### config.mk
export PLATFORM = sky130hd
export DESIGN_NAME = spi_cmd_seq
export DESIGN_NICKNAME = d
export VERILOG_FILES = /design/src/rtl/spi_cmd_seq.sv
export SDC_FILE = /design/constraint.sdc
export NUM_CORES = 1
export LEC_CHECK = 0
export ABC_CLOCK_PERIOD_IN_PS = 5800
export CAP_MARGIN = 0
export CORE_MARGIN = 2
export CORE_UTILIZATION = 58
export DETAILED_ROUTE_END_ITERATION = 10
export GPL_TIMING_DRIVEN = 0
export PLACE_DENSITY = 0.95
export SLEW_MARGIN = 0
export SYNTH_ARGS = -nofsm -noshare
export SYNTH_HDL_FRONTEND = slang
export SYNTH_SLANG_ARGS = --single-unit
### constraint.sdc
create_clock -name clk -period 5.8 [get_ports clk]
set_clock_uncertainty 0.15 [all_clocks]
set_input_delay 0.58 -clock clk [delete_from_list [all_inputs] [get_ports clk]]
set_output_delay 0.58 -clock clk [all_outputs]
set_load 0.05 [all_outputs]
### src/rtl/spi_cmd_seq.sv
// spi_cmd_seq: command sequencer in front of the SPI master.
// Host commands {rw, addr, data} are queued in a small FIFO and issued one at
// a time over spi_cmd_valid/spi_cmd_ready. A read waits for the end of the
// master's read-data phase and returns {addr, data} on the rsp_* port; if the
// read never completes, an error response is returned after RD_TIMEOUT cycles.
//
// Ports:
//   clk, rst_n                   clock, asynchronous active-low reset
//   host_valid/host_cmd/host_ready  command input, host_ready = FIFO not full
//   spi_cmd_valid/spi_cmd/spi_cmd_ready  command toward the SPI master
//   spi_read_valid/spi_read_data    read-data phase flag and shift buffer
//   rsp_valid/rsp_ready/rsp_addr/rsp_data/rsp_err  read response
//   fifo_level                   FIFO occupancy
//   busy                         FIFO non-empty or sequencer not idle
module spi_cmd_seq #(
    parameter int CMD_RW_FLAG    = 1,
    parameter int CMD_ADDR_WIDTH = 3,
    parameter int CMD_DATA_WIDTH = 8,
    parameter int CMD_WIDTH      = CMD_RW_FLAG + CMD_ADDR_WIDTH + CMD_DATA_WIDTH,
    parameter int FIFO_DEPTH     = 4,
    parameter int RD_TIMEOUT     = 1023
) (
    input  logic                             clk,
    input  logic                             rst_n,
    input  logic                             host_valid,
    input  logic [CMD_WIDTH-1:0]             host_cmd,
    output logic                             host_ready,
    output logic                             spi_cmd_valid,
    output logic [CMD_WIDTH-1:0]             spi_cmd,
    input  logic                             spi_cmd_ready,
    input  logic                             spi_read_valid,
    input  logic [CMD_DATA_WIDTH-1:0]        spi_read_data,
    output logic                             rsp_valid,
    input  logic                             rsp_ready,
    output logic [CMD_ADDR_WIDTH-1:0]        rsp_addr,
    output logic [CMD_DATA_WIDTH-1:0]        rsp_data,
    output logic                             rsp_err,
    output logic [$clog2(FIFO_DEPTH):0]      fifo_level,
    output logic                             busy
);

    localparam int AW = $clog2(FIFO_DEPTH);
    localparam int LW = AW + 1;
    localparam int TW = $clog2(RD_TIMEOUT + 1);

    localparam logic [1:0] S_IDLE    = 2'd0;
    localparam logic [1:0] S_ISSUE   = 2'd1;
    localparam logic [1:0] S_WAIT_RD = 2'd2;
    localparam logic [1:0] S_CAPTURE = 2'd3;

    logic [CMD_WIDTH-1:0]      mem [FIFO_DEPTH];
    logic [AW-1:0]             wr_ptr, rd_ptr;
    logic [LW-1:0]             level;
    logic [1:0]                state;
    logic [CMD_WIDTH-1:0]      cmd_q;
    logic [CMD_ADDR_WIDTH-1:0] rd_addr;
    logic [TW-1:0]             to_cnt;
    logic                      rv_d;
    logic                      push, pop, head_is_rd, rv_fall, to_hit;

    assign host_ready    = (level != LW'(FIFO_DEPTH));
    assign push          = host_valid && host_ready;
    assign pop           = (state == S_ISSUE) && spi_cmd_ready;
    // rw flag is the MSB; 0 means read
    assign head_is_rd    = ~mem[rd_ptr][CMD_WIDTH-1];
    assign rv_fall       = rv_d && !spi_read_valid;
    assign to_hit        = (to_cnt == TW'(RD_TIMEOUT));
    assign spi_cmd_valid = (state == S_ISSUE);
    assign spi_cmd       = cmd_q;
    assign fifo_level    = level;
    assign busy          = (level != '0) || (state != S_IDLE);

    // Storage needs no reset: entries are only read when level says valid.
    always_ff @(posedge clk) begin
        if (push) mem[wr_ptr] <= host_cmd;
    end

    always_ff @(posedge clk or negedge rst_n) begin
        if (!rst_n) begin
            wr_ptr <= '0;
            rd_ptr <= '0;
            level  <= '0;
        end else begin
            if (push) wr_ptr <= wr_ptr + AW'(1);
            if (pop)  rd_ptr <= rd_ptr + AW'(1);
            case ({push, pop})
                2'b10:   level <= level + LW'(1);
                2'b01:   level <= level - LW'(1);
                default: level <= level;
            endcase
        end
    end

    always_ff @(posedge clk or negedge rst_n) begin
        if (!rst_n) begin
            state     <= S_IDLE;
            cmd_q     <= '0;
            rd_addr   <= '0;
            to_cnt    <= '0;
            rv_d      <= 1'b0;
            rsp_valid <= 1'b0;
            rsp_addr  <= '0;
            rsp_data  <= '0;
            rsp_err   <= 1'b0;
        end else begin
            rv_d <= spi_read_valid;
            // Response consumed; a new response set below cannot coincide
            // because reads do not issue while one is pending.
            if (rsp_valid && rsp_ready) rsp_valid <= 1'b0;

            case (state)
                S_IDLE: begin
                    // A read behind a pending response would overwrite it,
                    // so only reads stall here; writes keep flowing.
                    if (level != '0 && !(head_is_rd && rsp_valid)) begin
                        cmd_q <= mem[rd_ptr];
                        state <= S_ISSUE;
                    end
                end
                S_ISSUE: begin
                    if (spi_cmd_ready) begin
                        if (cmd_q[CMD_WIDTH-1]) begin
                            state <= S_IDLE;
                        end else begin
                            rd_addr <= cmd_q[CMD_DATA_WIDTH +: CMD_ADDR_WIDTH];
                            to_cnt  <= '0;
                            state   <= S_WAIT_RD;
                        end
                    end
                end
                S_WAIT_RD: begin
                    // Falling edge checked first so real data beats a
                    // coincident timeout.
                    if (rv_fall) begin
                        state <= S_CAPTURE;
                    end else if (to_hit) begin
                        rsp_valid <= 1'b1;
                        rsp_err   <= 1'b1;
                        rsp_data  <= '0;
                        rsp_addr  <= rd_addr;
                        state     <= S_IDLE;
                    end else begin
                        to_cnt <= to_cnt + TW'(1);
                    end
                end
                default: begin // S_CAPTURE
                    rsp_valid <= 1'b1;
                    rsp_err   <= 1'b0;
                    rsp_data  <= spi_read_data;
                    rsp_addr  <= rd_addr;
                    state     <= S_IDLE;
                end
            endcase
        end
    end

endmodule
### Yosys cells after proc, flatten, opt, wreduce, memory -nomap -nowiden

Memory sizes are Yosys's and may differ from the RTL's.
Index checks and enable logic that the tools add are counted.

* bits in registers: 48
* bits in latches: 0
* bits in writable memories: 48
* ROM bits: 0
* input port bits: 26
* output and inout port bits: 31
* logic and storage cells: 81
* memories kept: 1

* $add $sub $neg: 5
* multiply operators: 0
* divide/modulo/power cells: 0
* $lt $le $gt $ge: 0
* equality and inequality tests: 13
* shifts and indexed selects: 0
* mux-type cells: 27
* bitwise operators: 3
* reductions and logical operators: 20

Memories
* mem: depth 4, width 12, rd ports 1, clocked after Yosys merged registers in 0, wr ports 1, line 51 `logic [CMD_WIDTH-1:0] mem [FIFO_DEPTH];`

Operator list (count)
* 10-bit two-way mux: 4
* 10-bit one-hot mux with 2 select lines: 1
* 8-bit two-way mux: 2
* 8-bit one-hot mux with 2 select lines: 1
* 3-bit one-hot mux with 2 select lines: 2
* 10-bit by 1-bit adder with 10-bit output (second input constant): 1
* 10-bit == test (second input constant): 1
* 2-bit two-way mux: 5
* 2-bit inequality test (second input constant): 5
* 3-bit AND reduction: 3
* 1-bit two-way mux: 7
* 1-bit logical AND: 6
* 3-bit two-way mux: 2
* 3-bit inequality test (second input constant): 2
* 2-bit one-hot mux with 3 select lines: 1
* 2-bit nonzero test: 3
* 5-bit AND reduction: 1
* 2-bit by 1-bit adder with 2-bit output (second input constant): 2
* 2-bit by 1-bit == test with 1-bit output (second input constant): 2
* 2-bit == test (second input constant): 2
* 1-bit one-hot mux with 2 select lines: 2
* 3-bit by 1-bit adder with 3-bit output (second input constant): 1
* 1-bit NOT: 3
* 3-bit nonzero test: 1
* 7 further kinds: 8

### Longest topological paths before layout

Gate-level depths: netlist of the first run.
An unclocked memory read counts as a cell.

* word-level depth: 7
* mapped depth: 10
* depth with buffers taken out: 10

### Worst setup path after synthesis of the first run

Ideal clock, no wire load.

* kind: register to register
* from: register level[2] (netlist: fifo_level[2])
* to: register level[2] (netlist: fifo_level[2])
* setup time: 0.082 ns
* data arrival time: 2.659 ns
* required time: 5.568 ns
* slack: 2.909 ns
* cell stages (with the launch flop): 10
* buffers on the path: 0
* period minus slack after synthesis: 2.891 ns
* path through: dfrtp_1 nand3_1 and2_1 inv_1 ha_1 inv_1 fa_1 xor2_1 nor2_1 xor2_1

* longest elaborated chain between the ends: 4
* elaborated cells on any way between the ends: 8
* classes of those cells: add/sub (2); eq/ne (3); mux (1); reduce/logical (2)

Ends and longest elaborated chain
* from (decl): line 53 `logic [LW-1:0] level;`
* from (signal assigned): line 87 `2'b10: level <= level + LW'(1);`
* from (signal assigned): line 88 `2'b01: level <= level - LW'(1);`
* from (signal assigned): line 89 `default: level <= level;`
* 3-bit inequality test (*): line 61 `assign host_ready = (level != LW'(FIFO_DEPTH));`
* net host_ready: line 27 `output logic host_ready,`
* 1-bit logical AND (*): line 62 `assign push = host_valid && host_ready;`
* 2-bit by 1-bit == test with 1-bit output / 2-bit == test (equally long branches): line 86 `case ({push, pop})`
* 3-bit one-hot mux with 2 select lines / 2-bit nonzero test (equally long branches)

The timed path passes the listed nets; every way through them passes the cells marked *.
A chain may end at the register's enable or synchronous reset.

### Worst setup path in the final report of the first run

* from: register state[1]
* to: output port spi_cmd_valid

* longest elaborated chain between the ends: 1

Ends and longest elaborated chain
* from (decl): line 54 `logic [1:0] state;`
* from (signal assigned): line 96 `state <= S_IDLE;`
* from (signal assigned): line 117 `state <= S_ISSUE;`
* from (signal assigned): line 123 `state <= S_IDLE;`
* 2-bit by 1-bit == test with 1-bit output: line 68 `assign spi_cmd_valid = (state == S_ISSUE);`
* to (decl): line 28 `output logic spi_cmd_valid,`

Every way passes these cells.

==> reports/metrics.yaml, run 1 <==
drt:
  ant_nets: 0
  detail_route.first_pass.iterations: 4
  wl_per_cell_um: 18.9
  drtIter0Drc: 129
  vias_per_cell: 5.93
  wirelength_um: 7550
  drc: 0
  dr_total_vias: 2372
cells_and_area:
  layout_commonest_cell: "clkdlybuf4s50_1"
  num_antenna_cells: 0
  syn_to_final_growth_pct: 22.3
  post-route-util: 0.722
  final_cell_area_um2: 4820
  final_layout_size_suffix_gt1_frac: 0.188
  final_cell_mix: "clkdlybuf4s50_1 (55), dfrtp_1 (48), edfxtp_1 (48)"
  layout.nets: 348
run_status:
  status: "complete, no violations"
cts:
  cts_max_level: 3
  clk_latency_ps: 360
  max-clock-path-buffers: 2
  ctsHoldBuffers: 1
  cts_tree: "built"
  cts-buffers-inserted: 9
  path_clk_slew_ps: 100
  cts_setup_buffers: 0
  cts_sinks: 96
  ctsResizeCount: 0
  cts_root_buf: "clkbuf_8"
power:
  ir_drop_v: 0.000387
  finalPower_w: 0.00274
  p_leak_nw: 1.86
  power_density_nw_per_um2: 567
global_route:
  antenna_found_initial: 0
  grt-busiest-layer: "met2"
  overflow: 0
  grt_use_met1: 0.289
  grt_max_degree: 36
  gr-usage-all-layers: 0.221
  first_global_vias: 2421
  grt_pass1_wl_um: 12300
  grtUsageMet2: 0.371
  use_met3: 0.0476
logic_synthesis:
  synthTopCellsByArea: "edfxtp_1 (37%), dfrtp_1 (30%), mux4_2 (6.9%)"
  ys_warn_count: 0
  async_reset_ff_frac: 0.500
  syn_area_per_cell_um2: 16.0
  yosysUniqueCellTypes: 45
  syn_area_um2: 3940
  synth_top_cell_by_area: "edfxtp_1"
  synth-main-ff-cell: "edfxtp_1"
  synth_edf_count: 48
  ys_ff_latch: 96
  syn_inst: 246
  synth_top_area_share: 0.366
  ys_seq_area_frac: 0.670
  synth_nets: 279
run:
  drv_cap: 0
sta:
  drv_slew: 0
  finalSetupViolCount: 0
  max_freq_ghz: 0.376
  final.setup.tns_ps: 0
  hold_violations: 0
  rsz0062_at_grt: "false"
  relSlewSlack: 0.557
  tightestPinTransition_ps: 665
  final.period_utilization: 0.458
  finalWorstSetupSlack_ps: 3140
  finalCriticalPeriod_ps: 2660
critical_path:
  path_max_fanout: 9
  worstPathArrival_ps: 1930
  worstSetupEndpointType: "output pin"
  worst_ep_required_time_ps: 5070
  path_class: "reg -> out"
  critPathLaunchType: "register"
floorplan:
  die_y_um: 86.4
  ios: 57
  die_x_um: 86.4
  initial_utilization: 0.590
  dieArea_um2: 7470
  rows: 30
  core-area_um2: 6680
place:
  gp_congestion: 0.859
  hpwl_um: 5360
  place_area_um2: 4620
  pre_cts_ws_ps: 3100
  port-buffer-count: 56
min_path:
  min_path_type: "reg -> reg"
[final timing paths]
path / start / endpoint / slack, ps / depth (start not counted)
worst max-delay path: state[1] / spi_cmd_valid / 3140 / 3
worst min-delay path: rd_addr[0] / rsp_addr[0] / 360 / 1
worst max register to register: fifo_level[0] / fifo_level[2] / 3510 / 10
worst min register to register: rd_addr[0] / rsp_addr[0] / 360 / 1
max in group asynchronous: rst_n / spi_cmd[0] / 4500 / 3
min in group asynchronous: rst_n / fifo_level[2] / 500 / 2
[metal layers]
metal / vias up / wire length [um]
met5: - / 0
li1: 1078 / -
met1: 1212 / 3170
met3: 11 / 329
met4: 0 / 157
met2: 71 / 3890
[metrics by stage]
step                std cells  hold slack [ps]
finish                    400              360
global route              400              378
CTS                       400              367
detailed placement        383              342
global placement          382              337
floorplan                 246              134
[cell usage after synthesis, drive strengths merged, types with 2 or more instances]
master and count:
or3 2, o21ai 8, a21oi 2, and2 4
nor2 6, mux2 19, o211ai 3, nor2b 3
and3 5, nand2 8, nand4 2, a31oi 2
xor2 3, ha 6, nand3 8, xnor2 3
dfrtp 48, nand2b 4, nor4 3, mux4 12
edfxtp 48, nor3 6, buf 6, inv 12
a221o 3, a22o 9
[cells by family after synthesis]
group | Yosys count | synth area share
xor gates and xnor gates | 6 | 0.0133
adders and majority gates | 7 | 0.0241
muxes | 31 | 0.124
DFF | 96 | 0.670
and+or+nand+nor | 54 | 0.0794
AOI/OAI and AO/OA | 33 | 0.0644
buffers and inverters | 19 | 0.0244
[critical path, stage by stage (launching register included)]
cell and delay, ps:
dfrtp_1 490, nand2b_1 220, inv_1 70, clkdlybuf4s50_1 790
[registers in the layout, indices dropped and copies added, names as in the netlist, 2 cells and up]
signal,count
spi_cmd,12
rd_ptr,2
wr_ptr,2
to_cnt,10
rsp_addr,3
state,2
mem,48
rsp_data,8
fifo_level,3
rd_addr,3
[layout make-up]
class	count	area [um2]
inverter	12	45.0
fill	419	1860
clock inverter	7	71.3
clock buffer	9	124
multi-input combinational	131	1200
buffer	7	51.3
sequential	96	2640
timing repair buffer	58	586
tap	80	100
[power breakdown]
part	switching, W	internal [W]	total [W]
clock network	0.000251	0.000170	0.000421
logic	0.000726	0.000513	0.00124
registers	0.000139	0.000938	0.00108
total	0.00112	0.00162	0.00274
No activity file was read; power rests on OpenSTA's default activity.
==> inputs of run 2 (changes only) <==
ABC_CLOCK_PERIOD_IN_PS = 2600   (was 5800)
CORE_UTILIZATION = 54   (was 58)
PLACE_DENSITY = 0.9   (was 0.95)
clock period = 2.6 ns   (was 5.8 ns; I/O delays follow)
==> run 2 against run 1 <==
Clock-buffer cell count unchanged. Critical path depth did not move. Wire length decreased by 6.6%. Worst hold slack got worse by 180 ps. Total power up 120%. Cell count increased by 4.8%. Critical path type unchanged. Critical endpoint unchanged. Largest cell class unchanged. Largest power group unchanged. Highest routed layer unchanged.
==> reports/metrics.yaml, run 2 (synthesis results as in run 1) <==
run_status:
  status: "complete, no violations"
global_route:
  antenna_found_initial: 0  # unchanged
  first_global_vias: 2327  # -3.9%
  grt_max_degree: 37  # +2.8%
  overflow: 0  # unchanged
  gr-usage-all-layers: 0.194  # -0.0270
  grt_pass1_wl_um: 11300  # -7.9%
cells_and_area:
  final_cells: 419  # +4.8%
  layout.nets: 348  # unchanged
  syn_to_final_growth_pct: 23.1
  final_cell_mix: "clkdlybuf4s50_1 (55), dfrtp_1 (48), edfxtp_1 (48)"
  regMostFlops: "mem"
  layout_commonest_cell: "clkdlybuf4s50_1"
  largest_register_ffs: 48  # unchanged
  num_antenna_cells: 0  # unchanged
  final_layout_size_suffix_gt1_frac: 0.191  # +0.00312
  post-route-util: 0.676  # -0.0454
floorplan:
  rows: 31  # +3.3%
  core-area_um2: 7180  # +7.4%
  ios: 57  # unchanged
  initial_utilization: 0.549  # -0.0406
  dieArea_um2: 8000  # +7.1%
  die_x_um: 89.4  # +3.5%
  die_y_um: 89.4  # +3.5%
sta:
  hold_violations: 0  # unchanged
  max_freq_ghz: 0.433
  finalCriticalPeriod_ps: 2310
  rsz0062_at_grt: "false"
  final.period_utilization: 0.888
  relSlewSlack: 0.569  # +0.0128
  drv_slew: 0  # unchanged
  final.setup.tns_ps: 0  # unchanged
  finalSetupViolCount: 0  # unchanged
  fin_hold_ws_ps: 179  # -181 ps
  tightestPinTransition_ps: 646  # -19.3 ps
place:
  hpwl_um: 4840  # -9.7%
  gp_congestion: 0.882  # +2.6%
  port-buffer-count: 56  # unchanged
  dp.cells: 402  # +5.0%
critical_path:
  worstSetupEndpointType: "output pin"
  worst_ep_required_time_ps: 2190  # -2880 ps
  cp_slowest_cell: "clkdlybuf4s50_1"
  reg2reg_slack_ps: 380  # -3130 ps
  worstPathArrival_ps: 1900  # -30 ps
  path_max_fanout: 9  # unchanged
  critPathLaunchType: "register"
  cp_slowest_stage_delay_ps: 790  # about the same
  crit_chain: "nand2b_1 > inv_1 > clkdlybuf4s50_1"
  path_class: "reg -> out"
cts:
  clk_latency_ps: 360  # about the same
  cts_sinks: 96  # unchanged
  ctsResizeCount: 0  # unchanged
  cts_setup_buffers: 0  # unchanged
  ctsHoldBuffers: 1  # unchanged
  cts_tree: "built"
  cts-buffers-inserted: 9  # unchanged
  path_clk_slew_ps: 100  # about the same
  max-clock-path-buffers: 2  # unchanged
  cts_root_buf: "clkbuf_8"
  cts_max_level: 3  # unchanged
drt:
  drc: 0  # unchanged
  wirelength_um: 7050  # -6.6%
  dr_total_vias: 2332  # -1.7%
  wl_per_cell_um: 16.8  # -11%
  detail_route.first_pass.iterations: 4  # unchanged
  vias_per_cell: 5.57  # -6.1%
  ant_nets: 0  # unchanged
  drtIter0Drc: 129  # unchanged
power:
  p_leak_nw: 1.86  # about the same
  finalPower_w: 0.00609  # +120%
  power_density_nw_per_um2: 1250  # +120%
  ir_drop_v: 0.000767  # +98%
min_path:
  min_path_type: "in -> async"
run:
  drv_cap: 0  # unchanged
## run 2: changes by cell type in the layout (fill, tap and decap cells not counted)
cell	delta
nand3_4	+1
nand3_1	-1
clkinv_4	-2
inv_6	+4
inv_8	-2
## run 2: path summary, 6_finish.rpt
check	from	end	cells after the start
worst min-delay path	rst_n	rsp_data[0]	2
worst min register to register	rd_addr[2]	rd_addr[2]	1
worst max-delay path	state[1]	spi_cmd_valid	3
max in group asynchronous	rst_n	spi_cmd[10]	3
worst max register to register	fifo_level[0]	fifo_level[2]	10
min in group clk	spi_read_valid	rv_d	1
## run 2: layer usage
layer  part of all wire  routed length [um]  global-route usage
met2               0.50                3520               0.310
met5                  0                   0                   0
met1               0.43                3010               0.259
met4              0.015                 107              0.0719
met3              0.058                 407              0.0526
## run 2: layout make-up
cell class              count  area [um2]
flip-flops and latches     96        2640
multi-input cells         131        1210
clock inverters             7        66.3
repair buffers             58         586
clock buffers               9         124
well taps                  99         124
inverters                  12        45.0
fillers                   482        2320
plain buffers               7        51.3
## run 2: power by group
| group | switching [W] | total, W | internal, W |
|---|---|---|---|
| combinational | 0.00163 | 0.00278 | 0.00115 |
| sequential | 0.000288 | 0.00238 | 0.00209 |
| clock | 0.000559 | 0.000936 | 0.000377 |
## run 2: through the flow
stage | area, um2 | worst slack, ps
3_3_place_gp | 4640 | -215
6_report | 4850 | 291
4_1_cts | 4850 | 268
5_1_grt | 4850 | 187
3_5_place_dp | 4650 | 247
2_1_floorplan | 3950 | 72.2
## run 2: critical path, delay by kind of cell (launching register included)
family / cells / cell delay [ps]
simple gates: 1 / 200
buf+inv: 2 / 860
flops: 1 / 480
==> inputs of run 3 (changes only) <==
CORE_UTILIZATION = 56   (was 54)
CTS_BUF_LIST = sky130_fd_sc_hd__clkbuf_8   (was unset)
CTS_CLUSTER_SIZE = 20   (was unset)
PLACE_DENSITY = 0.93   (was 0.9)
==> run 3 against run 2 <==
Clock-buffer cell count stayed put. Largest cell class unchanged. Register-to-register slack hardly changed. Critical endpoint unchanged. Worst hold slack improved by 38 ps. Wire length grew 6.3%. Total power rose by 0.56%. Combinational power about the same. Largest power group unchanged. Setup slack lost 26 ps. Via count rose by 1.5%. Clock power increased by 1%. Critical path depth is the same. First-iteration DRC count is 7.8% higher. Sequential cell count did not move.
==> reports/metrics.yaml, run 3 (synthesis results as in run 1) <==
cts:
  path_clk_slew_ps: 100  # about the same
  cts_setup_buffers: 0  # unchanged
  cts_root_buf: "clkbuf_8"
  clk_latency_ps: 370  # about the same
  cts_max_level: 3  # unchanged
  max-clock-path-buffers: 2  # unchanged
  cts-buffers-inserted: 9  # unchanged
  cts_sinks: 96  # unchanged
  cts_tree: "built"
  ctsHoldBuffers: 1  # unchanged
  ctsResizeCount: 0  # unchanged
sta:
  hold_violations: 0  # unchanged
  rsz0062_at_grt: "false"
  relSlewSlack: 0.560  # -0.00989
  drv_slew: 0  # unchanged
  tightestPinTransition_ps: 661  # +14.8 ps
  finalSetupViolCount: 0  # unchanged
  finalWorstSetupSlack_ps: 265  # -25.8 ps
  finalCriticalPeriod_ps: 2340  # +25.8 ps
  max_freq_ghz: 0.428  # -1.1%
  fin_hold_ws_ps: 217  # +38.4 ps
  final.period_utilization: 0.898  # +0.00990
drt:
  dr_total_vias: 2367  # +1.5%
  wl_met2_um: 3870  # +9.7%
  drt-met1-wl_um: 3140  # +4.3%
  wl_per_cell_um: 18.0  # +7.1%
  top_layer_used: "met4"
  detail_route.first_pass.iterations: 4  # unchanged
  drc: 0  # unchanged
  vias_per_cell: 5.69  # +2.2%
  dr_wl_met3_um: 370  # -9.1%
  wirelength_um: 7490  # +6.3%
  drtIter0Drc: 139  # +7.8%
  ant_nets: 0  # unchanged
cells_and_area:
  final_cell_area_um2: 4850  # about the same
  largest_register_ffs: 48  # unchanged
  syn_to_final_growth_pct: 23.1  # about the same
  layout_commonest_cell: "clkdlybuf4s50_1"
  num_antenna_cells: 0  # unchanged
  final_cell_mix: "clkdlybuf4s50_1 (55), dfrtp_1 (48), edfxtp_1 (48)"
  final_layout_size_suffix_gt1_frac: 0.191  # unchanged
  regMostFlops: "mem"
  layout.nets: 348  # unchanged
global_route:
  grt_max_degree: 33  # -11%
  grt_pass1_wl_um: 12100  # +6.9%
  gr-usage-all-layers: 0.213  # +0.0188
  overflow: 0  # unchanged
  first_global_vias: 2474  # +6.3%
  antenna_found_initial: 0  # unchanged
power:
  finalPower_w: 0.00612  # +0.56%
  power_density_nw_per_um2: 1260  # +0.58%
  p_leak_nw: 1.86  # about the same
  ir_drop_v: 0.000736  # -4.1%
critical_path:
  rr_worst_depth: 10  # unchanged
  rr_endpoint: "fifo_level[2]"
  reg2reg_slack_ps: 380  # about the same
  worstSetupEndpointType: "output pin"
  path_class: "reg -> out"
  path_max_fanout: 9  # unchanged
  worst_ep_required_time_ps: 2190  # about the same
  rr_startpoint: "fifo_level[0]"
  critPathLaunchType: "register"
  worstPathArrival_ps: 1930  # +30 ps
run_status:
  status: "complete, no violations"
floorplan:
  initial_utilization: 0.580  # +0.0309
  rows: 30  # -3.2%
  ios: 57  # unchanged
  dieArea_um2: 7720  # -3.4%
  die_x_um: 87.9  # -1.7%
  die_y_um: 87.9  # -1.7%
  core-area_um2: 6790  # -5.3%
place:
  hpwl_um: 5290  # +9.3%
  gp_congestion: 0.864  # -2.0%
  pre_cts_ws_ps: 186  # -61.8 ps
  place_area_um2: 4650  # about the same
  port-buffer-count: 56  # unchanged
min_path:
  min_path_type: "in -> async"
run:
  drv_cap: 0  # unchanged
## run 3: layout make-up
class / count / area (um2)
buffer: 7 / 51.3
clock buffer: 9 / 124
clock inverter: 7 / 68.8
fill: 450 / 1940
inverter: 12 / 45.0
multi-input combinational: 131 / 1210
sequential: 96 / 2640
tap: 96 / 120
timing repair buffer: 58 / 586
## run 3: worst max-delay path, cell delays in order, from the launching register on
cell	delay, ps
dfrtp_1	480
nand2b_1	210
inv_1	80
clkdlybuf4s50_1	790
## run 3: report_power, final
group | internal, W | switching (W) | total [W] | leakage, nW
sequential | 0.00209 | 0.000302 | 0.00239 | 1.04
clock | 0.000376 | 0.000570 | 0.000946 | 0.0997
combinational | 0.00115 | 0.00163 | 0.00279 | 0.725
total | 0.00362 | 0.00251 | 0.00612 | 1.86
## run 3: through the flow
step / std cells / TNS [ps] / utilization
finish: 416 / 0 / 0.714
global route: 416 / 0 / 0.714
CTS: 416 / 0 / 0.714
detailed placement: 399 / 0 / 0.684
global placement: 398 / -12470 / 0.682
floorplan: 246 / 0 / -
## run 3: metal layers
metal  vias up  global-route usage
met1      1209               0.278
met2        68               0.355
met5         -                   0
met3        10              0.0434
li1       1080                   -
met4         0              0.0853
## run 3: how the worst max path moves through the flow
stage                             start             to  slack, ps  cells after the start
after detailed placement  spi_cmd_ready  fifo_level[2]        190                      9
final                          state[1]  spi_cmd_valid        260                      3
after global routing           state[1]  spi_cmd_valid        200                      3
after global placement            rst_n     spi_cmd[3]       -260                      1
after floorplan           fifo_level[0]  fifo_level[2]         70                     10
after CTS                      state[1]  spi_cmd_valid        240                      3
